## src/rtl/voice_allocator.sv

```systemverilog
// Polyphony controller for the oscillator bank.
// Accepts note-on/note-off requests, picks an oscillator slot for each one, and
// drives every slot's enable, frequency word, amplitude and waveform. Amplitudes
// follow a linear attack/release ramp that advances on sample_tick. When every
// slot is busy, the oldest sounding voice is stolen.
//
// Each request is resolved by a SCAN pass that visits one voice per cycle,
// followed by a single COMMIT cycle. The result reaches the outputs
// NUM_VOICES+1 cycles after the request is accepted.
//
// Waveform encoding (2 bits): 0 sawtooth, 1 sine, 2 square, 3 triangle.
//
// Ports:
//   clk, rst          clock; asynchronous active-high reset
//   sample_tick       one-cycle pulse per audio sample, advances the ramps
//   note_valid/ready  request handshake; ready is high only when idle
//   note_on           1 = note-on, 0 = note-off
//   note_key          key number used for matching
//   note_freq/amp/
//   note_shape        oscillator settings, used by note-on only
//   voice_enable      bit i enables oscillator i
//   voice_freq        voice i at [16i+15:16i]
//   voice_amplitude   voice i at [WIDTH*i+WIDTH-1:WIDTH*i]
//   voice_shape       voice i at [2i+1:2i]
//   busy              a request is being processed
module voice_allocator #(
  parameter int unsigned NUM_VOICES = 8,
  parameter int unsigned WIDTH      = 24,
  parameter int unsigned RAMP_STEP  = 64
) (
  input  logic                        clk,
  input  logic                        rst,
  input  logic                        sample_tick,
  input  logic                        note_valid,
  output logic                        note_ready,
  input  logic                        note_on,
  input  logic [6:0]                  note_key,
  input  logic [15:0]                 note_freq,
  input  logic [WIDTH-1:0]            note_amp,
  input  logic [1:0]                  note_shape,
  output logic [NUM_VOICES-1:0]       voice_enable,
  output logic [16*NUM_VOICES-1:0]    voice_freq,
  output logic [WIDTH*NUM_VOICES-1:0] voice_amplitude,
  output logic [2*NUM_VOICES-1:0]     voice_shape,
  output logic                        busy
);

  localparam int unsigned IdxW = $clog2(NUM_VOICES);
  localparam int unsigned ExtW = WIDTH + 1;
  localparam logic [ExtW-1:0]  StepExt = ExtW'(RAMP_STEP);
  localparam logic [WIDTH-1:0] Step    = WIDTH'(RAMP_STEP);
  localparam logic [1:0]       ShapeSawtooth = 2'd0;

  typedef enum logic [1:0] {StIdle, StScan, StCommit} state_e;
  typedef enum logic [1:0] {VoiceOff, VoiceAttack, VoiceSustain, VoiceRelease} vstate_e;

  state_e          state_q, state_d;
  logic [IdxW-1:0] scan_idx_q, scan_idx_d;

  // Latched request
  logic             req_on_q;
  logic [6:0]       req_key_q;
  logic [15:0]      req_freq_q;
  logic [WIDTH-1:0] req_amp_q;
  logic [1:0]       req_shape_q;

  // Scan results
  logic            match_found_q, match_found_d;
  logic [IdxW-1:0] match_idx_q, match_idx_d;
  logic            free_found_q, free_found_d;
  logic [IdxW-1:0] free_idx_q, free_idx_d;
  logic            old_found_q, old_found_d;
  logic [IdxW-1:0] old_idx_q, old_idx_d;
  logic [7:0]      old_age_q, old_age_d;

  // Per-voice state
  vstate_e          v_state_q [NUM_VOICES];
  vstate_e          v_state_d [NUM_VOICES];
  logic [WIDTH-1:0] v_amp_q   [NUM_VOICES];
  logic [WIDTH-1:0] v_amp_d   [NUM_VOICES];
  logic [WIDTH-1:0] v_tgt_q   [NUM_VOICES];
  logic [WIDTH-1:0] v_tgt_d   [NUM_VOICES];
  logic [15:0]      v_freq_q  [NUM_VOICES];
  logic [15:0]      v_freq_d  [NUM_VOICES];
  logic [1:0]       v_shape_q [NUM_VOICES];
  logic [1:0]       v_shape_d [NUM_VOICES];
  logic [7:0]       v_age_q   [NUM_VOICES];
  logic [7:0]       v_age_d   [NUM_VOICES];
  logic [6:0]       v_key_q   [NUM_VOICES];
  logic [6:0]       v_key_d   [NUM_VOICES];

  logic            xfer;
  logic            commit_on, commit_off, commit_hit;
  logic [IdxW-1:0] commit_idx;

  assign note_ready = (state_q == StIdle);
  assign busy       = ~note_ready;
  assign xfer       = note_valid & note_ready;

  // Control FSM and scan bookkeeping
  always_comb begin
    state_d       = state_q;
    scan_idx_d    = scan_idx_q;
    match_found_d = match_found_q;
    match_idx_d   = match_idx_q;
    free_found_d  = free_found_q;
    free_idx_d    = free_idx_q;
    old_found_d   = old_found_q;
    old_idx_d     = old_idx_q;
    old_age_d     = old_age_q;
    unique case (state_q)
      StIdle: begin
        if (note_valid) begin
          state_d       = StScan;
          scan_idx_d    = '0;
          match_found_d = 1'b0;
          free_found_d  = 1'b0;
          old_found_d   = 1'b0;
          old_age_d     = '0;
        end
      end
      StScan: begin
        if (v_state_q[scan_idx_q] != VoiceOff) begin
          if (!match_found_q && (v_key_q[scan_idx_q] == req_key_q)) begin
            match_found_d = 1'b1;
            match_idx_d   = scan_idx_q;
          end
          // Strict compare keeps the lowest index on equal ages
          if (!old_found_q || (v_age_q[scan_idx_q] > old_age_q)) begin
            old_found_d = 1'b1;
            old_idx_d   = scan_idx_q;
            old_age_d   = v_age_q[scan_idx_q];
          end
        end else if (!free_found_q) begin
          free_found_d = 1'b1;
          free_idx_d   = scan_idx_q;
        end
        if (scan_idx_q == IdxW'(NUM_VOICES - 1)) begin
          state_d = StCommit;
        end else begin
          scan_idx_d = scan_idx_q + 1'b1;
        end
      end
      StCommit: state_d = StIdle;
      default:  state_d = StIdle;
    endcase
  end

  // Commit target: key match, else free slot, else oldest (which may have gone
  // OFF during the scan and is still a legal target).
  always_comb begin
    commit_on  = (state_q == StCommit) && req_on_q;
    commit_off = (state_q == StCommit) && !req_on_q && match_found_q &&
                 ((v_state_q[match_idx_q] == VoiceAttack) ||
                  (v_state_q[match_idx_q] == VoiceSustain));
    commit_hit = commit_on | commit_off;
    if (!commit_on || match_found_q) commit_idx = match_idx_q;
    else if (free_found_q)           commit_idx = free_idx_q;
    else                             commit_idx = old_idx_q;
  end

  // Per-voice next state: commit update wins over the ramp on the same cycle
  always_comb begin
    for (int i = 0; i < NUM_VOICES; i++) begin
      v_state_d[i] = v_state_q[i];
      v_amp_d[i]   = v_amp_q[i];
      v_tgt_d[i]   = v_tgt_q[i];
      v_freq_d[i]  = v_freq_q[i];
      v_shape_d[i] = v_shape_q[i];
      v_age_d[i]   = v_age_q[i];
      v_key_d[i]   = v_key_q[i];
      if (commit_hit && (commit_idx == IdxW'(i))) begin
        if (commit_on) begin
          v_state_d[i] = VoiceAttack;
          v_amp_d[i]   = match_found_q ? v_amp_q[i] : '0;
          v_tgt_d[i]   = req_amp_q;
          v_freq_d[i]  = req_freq_q;
          v_shape_d[i] = req_shape_q;
          v_key_d[i]   = req_key_q;
          v_age_d[i]   = '0;
        end else begin
          v_state_d[i] = VoiceRelease;
        end
      end else begin
        if (commit_on && (v_state_q[i] != VoiceOff) && (v_age_q[i] != 8'hFF)) begin
          v_age_d[i] = v_age_q[i] + 8'd1;
        end
        if (sample_tick) begin
          case (v_state_q[i])
            VoiceAttack: begin
              if (({1'b0, v_amp_q[i]} + StepExt) >= {1'b0, v_tgt_q[i]}) begin
                v_amp_d[i]   = v_tgt_q[i];
                v_state_d[i] = VoiceSustain;
              end else begin
                v_amp_d[i] = v_amp_q[i] + Step;
              end
            end
            VoiceRelease: begin
              if ({1'b0, v_amp_q[i]} <= StepExt) begin
                v_amp_d[i]   = '0;
                v_state_d[i] = VoiceOff;
              end else begin
                v_amp_d[i] = v_amp_q[i] - Step;
              end
            end
            default: ;
          endcase
        end
      end
    end
  end

  always_ff @(posedge clk or posedge rst) begin
    if (rst) begin
      state_q       <= StIdle;
      scan_idx_q    <= '0;
      req_on_q      <= 1'b0;
      req_key_q     <= '0;
      req_freq_q    <= '0;
      req_amp_q     <= '0;
      req_shape_q   <= ShapeSawtooth;
      match_found_q <= 1'b0;
      match_idx_q   <= '0;
      free_found_q  <= 1'b0;
      free_idx_q    <= '0;
      old_found_q   <= 1'b0;
      old_idx_q     <= '0;
      old_age_q     <= '0;
      for (int i = 0; i < NUM_VOICES; i++) begin
        v_state_q[i] <= VoiceOff;
        v_amp_q[i]   <= '0;
        v_tgt_q[i]   <= '0;
        v_freq_q[i]  <= '0;
        v_shape_q[i] <= ShapeSawtooth;
        v_age_q[i]   <= '0;
        v_key_q[i]   <= '0;
      end
    end else begin
      state_q       <= state_d;
      scan_idx_q    <= scan_idx_d;
      match_found_q <= match_found_d;
      match_idx_q   <= match_idx_d;
      free_found_q  <= free_found_d;
      free_idx_q    <= free_idx_d;
      old_found_q   <= old_found_d;
      old_idx_q     <= old_idx_d;
      old_age_q     <= old_age_d;
      if (xfer) begin
        req_on_q    <= note_on;
        req_key_q   <= note_key;
        req_freq_q  <= note_freq;
        req_amp_q   <= note_amp;
        req_shape_q <= note_shape;
      end
      for (int i = 0; i < NUM_VOICES; i++) begin
        v_state_q[i] <= v_state_d[i];
        v_amp_q[i]   <= v_amp_d[i];
        v_tgt_q[i]   <= v_tgt_d[i];
        v_freq_q[i]  <= v_freq_d[i];
        v_shape_q[i] <= v_shape_d[i];
        v_age_q[i]   <= v_age_d[i];
        v_key_q[i]   <= v_key_d[i];
      end
    end
  end

  always_comb begin
    for (int i = 0; i < NUM_VOICES; i++) begin
      voice_enable[i]                  = (v_state_q[i] != VoiceOff);
      voice_freq[16*i +: 16]           = v_freq_q[i];
      voice_amplitude[WIDTH*i +: WIDTH] = v_amp_q[i];
      voice_shape[2*i +: 2]            = v_shape_q[i];
    end
  end

endmodule
```

## config.mk

```make
export PLATFORM = sky130hd
export DESIGN_NAME = voice_allocator
export DESIGN_NICKNAME = d
export VERILOG_FILES = /design/src/rtl/voice_allocator.sv
export SDC_FILE = /design/constraint.sdc
export NUM_CORES = 2
export LEC_CHECK = 0
export CAP_MARGIN = 20
export CORE_MARGIN = 2
export CORE_UTILIZATION = 45
export DETAILED_ROUTE_END_ITERATION = 8
export PLACE_DENSITY = 0.71
export SLEW_MARGIN = 20
export SYNTH_ARGS = -nofsm -noshare
export SYNTH_HDL_FRONTEND = slang
export SYNTH_SLANG_ARGS = --single-unit
```

## constraint.sdc

```tcl
create_clock -name clk -period 24.8 [get_ports clk]
set_input_delay 4.96 -clock clk [delete_from_list [all_inputs] [get_ports clk]]
set_output_delay 4.96 -clock clk [all_outputs]
set_load 0.005 [all_outputs]
```

==> flow_summary_export.csv <==
group,metric,value,unit
floorplanning,start_util,45.15,%
sta,fin_crit_sh,31.91,%
power_and_ir_drop,power_density,83.26,nW/µm²
synth,synth_cell_types,100,
place,port_buffers,399,
cells_and_area,area.growth.synth_to_final,17.49,%
floorplanning,die-area,99100,µm²
power_and_ir_drop,irDropWorstVdd,0.0001322,V
cts,clk_path_buf_depth,3,
global_route,grt_max_degree,184,
drt,drt-initial-drc-count,3691,
place,gp_congestion,0.9273,
cts,cts_root_buffer,"clkbuf_16",
floorplanning,fp.dieH,314.8,µm
worst_setup_path,required,25430,ps
sta,maxSlewHeadroom,19.44,%
synth,synth-main-ff-cell,"dfrtp_1",
synth,syn-instance-count,4788,
synth,synth_top_area_share,42.54,%
worst_setup_path,arrival,8550,ps
synth,ys_seq_area_share,42.54,%
synth,synth_async_sr_flop_share,100.0,%
synth,synth.top_cells.by_count,"nand2_1 (899), dfrtp_1 (739), o21ai_0 (401)",
worst_hold_path,hold_depth,2,
worst_setup_path,worstPathMaxFanout,183,
floorplanning,fp.coreArea,96280,µm²
cts,h-tree-depth,3,
synth,syn_nets,5076,
sta,rsz0062_at_grt,"no",
drt,first_pass_iters,6,
floorplanning,io_pins,400,
cts,cts.clk_slew.worst_paths,60,ps
drt,vias,37810,
global_route,antenna_found_initial,4,
synth,yosysTopAreaCell,"dfrtp_1",
power_and_ir_drop,p_total,0.004252,W
power_and_ir_drop,leakagePower,22.86,nW
cts,cts_tree,"yes",
worst_setup_path,reg2reg_from,"voice_amplitude[126]",
worst_setup_path,crit_path_end_kind,"asynchronous set/reset pin",
cts,cts_sinks,739,
global_route,grt_pass1_wl,217700,µm
worst_setup_path,r2r_end,"voice_amplitude[130]",
synth,ys_seq_elements,739,
sta,fin_crit,7915,ps
sta,fin_setup_tns,0,ps
floorplanning,num_rows,114,
synth,synth_area,43470,µm²
sta,worst_pin_slew,1208,ps
cells_and_area,drive_above_1_share,8.629,%
global_route,grt_overflow_total,0,
sta,hold_viol,0,
sta,clock_skew,28.72,ps
run_status,status,"finished clean",
floorplanning,die_x,314.8,µm
synth,synth_edf_count,0,
drt,routedWlPerCell,22.28,µm
worst_hold_path,min_path_type,"flop to flop",
sta,finalSetupViolations,0,
synth,synth_area_leaders,"dfrtp_1 (43%), nand2_1 (7.8%), ha_1 (6.7%)",
worst_setup_path,setup.worst_path.class,"input pin to asynchronous set/reset pin",
sta,finalMaxSlewViolations,0,
worst_hold_path,worstHoldStart,"v_key_q[0]",
drt,antenna_left,0,
cells_and_area,final_util,53.04,%
drt,drcViolationCount,0,
synth,synth_most_common_cell,"nand2_1",
worst_setup_path,r2r_setup_slack,20060,ps
cells_and_area,instances_no_fill,6354,
cts,clk_latency,670,ps
worst_setup_path,r2r_cells,12,
flow_run,drv_cap,0,
drt,viasPerCell,5.951,
global_route,grt_pass1_vias,36350,
worst_hold_path,min_to,"v_key_q[0]",
cts,cts_buffers,82,
worst_setup_path,startpoint_type,"input pin",
drt,drt-total-wl,141600,µm
synth,synthesis.area_per_instance,9.079,µm²
place,place_hpwl,97550,µm
cells_and_area,fin_nets,5297,
place,dp.cells,6201,
synth,ys.warnings.count,0,
cts,cts_resized,0,
sta,clock.fmax,126.3,MHz
global_route,track_usage,28.14,%
cts,postCtsSetupBuffers,0,
cts,cts_hold_buf,0,
[cell families after synthesis]
logic type / synth area share (%)
adders and majority gates: 6.736
muxes: 7.924
xor gates and xnor gates: 3.969
buffers and inverters: 5.492
AOI/OAI and AO/OA: 14.31
DFF: 42.54
and+or+nand+nor: 19.03
[metrics by stage]
step | hold WS, ps | setup WS, ps | instance area, µm²
6_report | 474.7 | 16890 | 51070
5_1_grt | 489.0 | 16330 | 51070
4_1_cts | 475.6 | 16770 | 51050
2_1_floorplan | 440.9 | 9713 | 43470
3_3_place_gp | 453.7 | 16040 | 48210
3_5_place_dp | 459.7 | 16080 | 48220
[registers in the layout, indices dropped and copies added (netlist names), 3 cells and up]
name and cells:
req_freq_q 16, old_idx_q 3, req_amp_q 24, scan_idx_q 3, v_key_q 56, req_key_q 7, match_idx_q 3, v_age_q 64
voice_amplitude 192, voice_freq 128, old_age_q 8, v_tgt_q 192, voice_shape 16, v_state_q 16, free_idx_q 3
[cells in the final DEF (no fill, tap or decap), types with 29 or more instances in the layout]
| cell type | count |
|---|---|
| nor3_1 | 112 |
| or3_1 | 43 |
| nand4_1 | 74 |
| xnor2_1 | 116 |
| a21o_1 | 30 |
| buf_4 | 48 |
| o221ai_1 | 37 |
| a22o_1 | 38 |
| mux2_2 | 148 |
| and2_1 | 32 |
| nor2_1 | 223 |
| ha_1 | 234 |
| nand3_1 | 131 |
| clkbuf_16 | 84 |
| o211ai_1 | 56 |
| nor4_1 | 77 |
| mux2i_1 | 101 |
| mux4_2 | 33 |
| inv_1 | 274 |
| a21oi_1 | 119 |
| o21ai_0 | 400 |
| clkdlybuf4s50_1 | 399 |
| or4_1 | 29 |
| nand2_1 | 898 |
| xor2_1 | 81 |
| and3_1 | 42 |
| dfrtp_1 | 737 |
[power by group]
part           leakage [nW]  total, W  internal [W]  switching, W
Clock                  1.38   0.00129      0.000756      0.000529
Combinational          11.3   0.00135      0.000504      0.000842
Sequential             10.2   0.00162       0.00131      0.000310
Total                  22.9   0.00425       0.00257       0.00168
[worst max path at each step]
stage / startpoint / to / slack (ps) / cells past startpoint
2_1_floorplan: rst / free_found_q / 9710 / 1
3_3_place_gp: rst / voice_freq[91] / 16040 / 5
3_5_place_dp: rst / req_freq_q[15] / 16080 / 5
4_1_cts: rst / voice_freq[11] / 16770 / 5
5_1_grt: rst / req_freq_q[11] / 16330 / 5
6_report: rst / voice_freq[11] / 16890 / 5
[worst max-delay path, cell delays in order]
cell             delay (ps)
clkdlybuf4s50_1         450
clkinvlp_4              610
buf_4                   680
buf_12                  660
buf_4                   890
[routing by layer]
metal  global-route usage (%)  part of all wire [%]
met4                    14.95                   5.6
met2                    43.70                    45
met3                    6.447                   9.1
met1                    36.63                    40
met5                        0                0.0092
[area by class of cell]
type	count	area [µm²]
fillers	8622	45210
multi-input cells	3461	22710
flip-flops and latches	739	18500
repair buffers	450	4397
clock buffers	115	2379
well taps	1276	1597
inverters	275	1036
clock inverters	36	449.2
diodes	2	5.005
No activity file was read; power rests on OpenSTA's default activity.
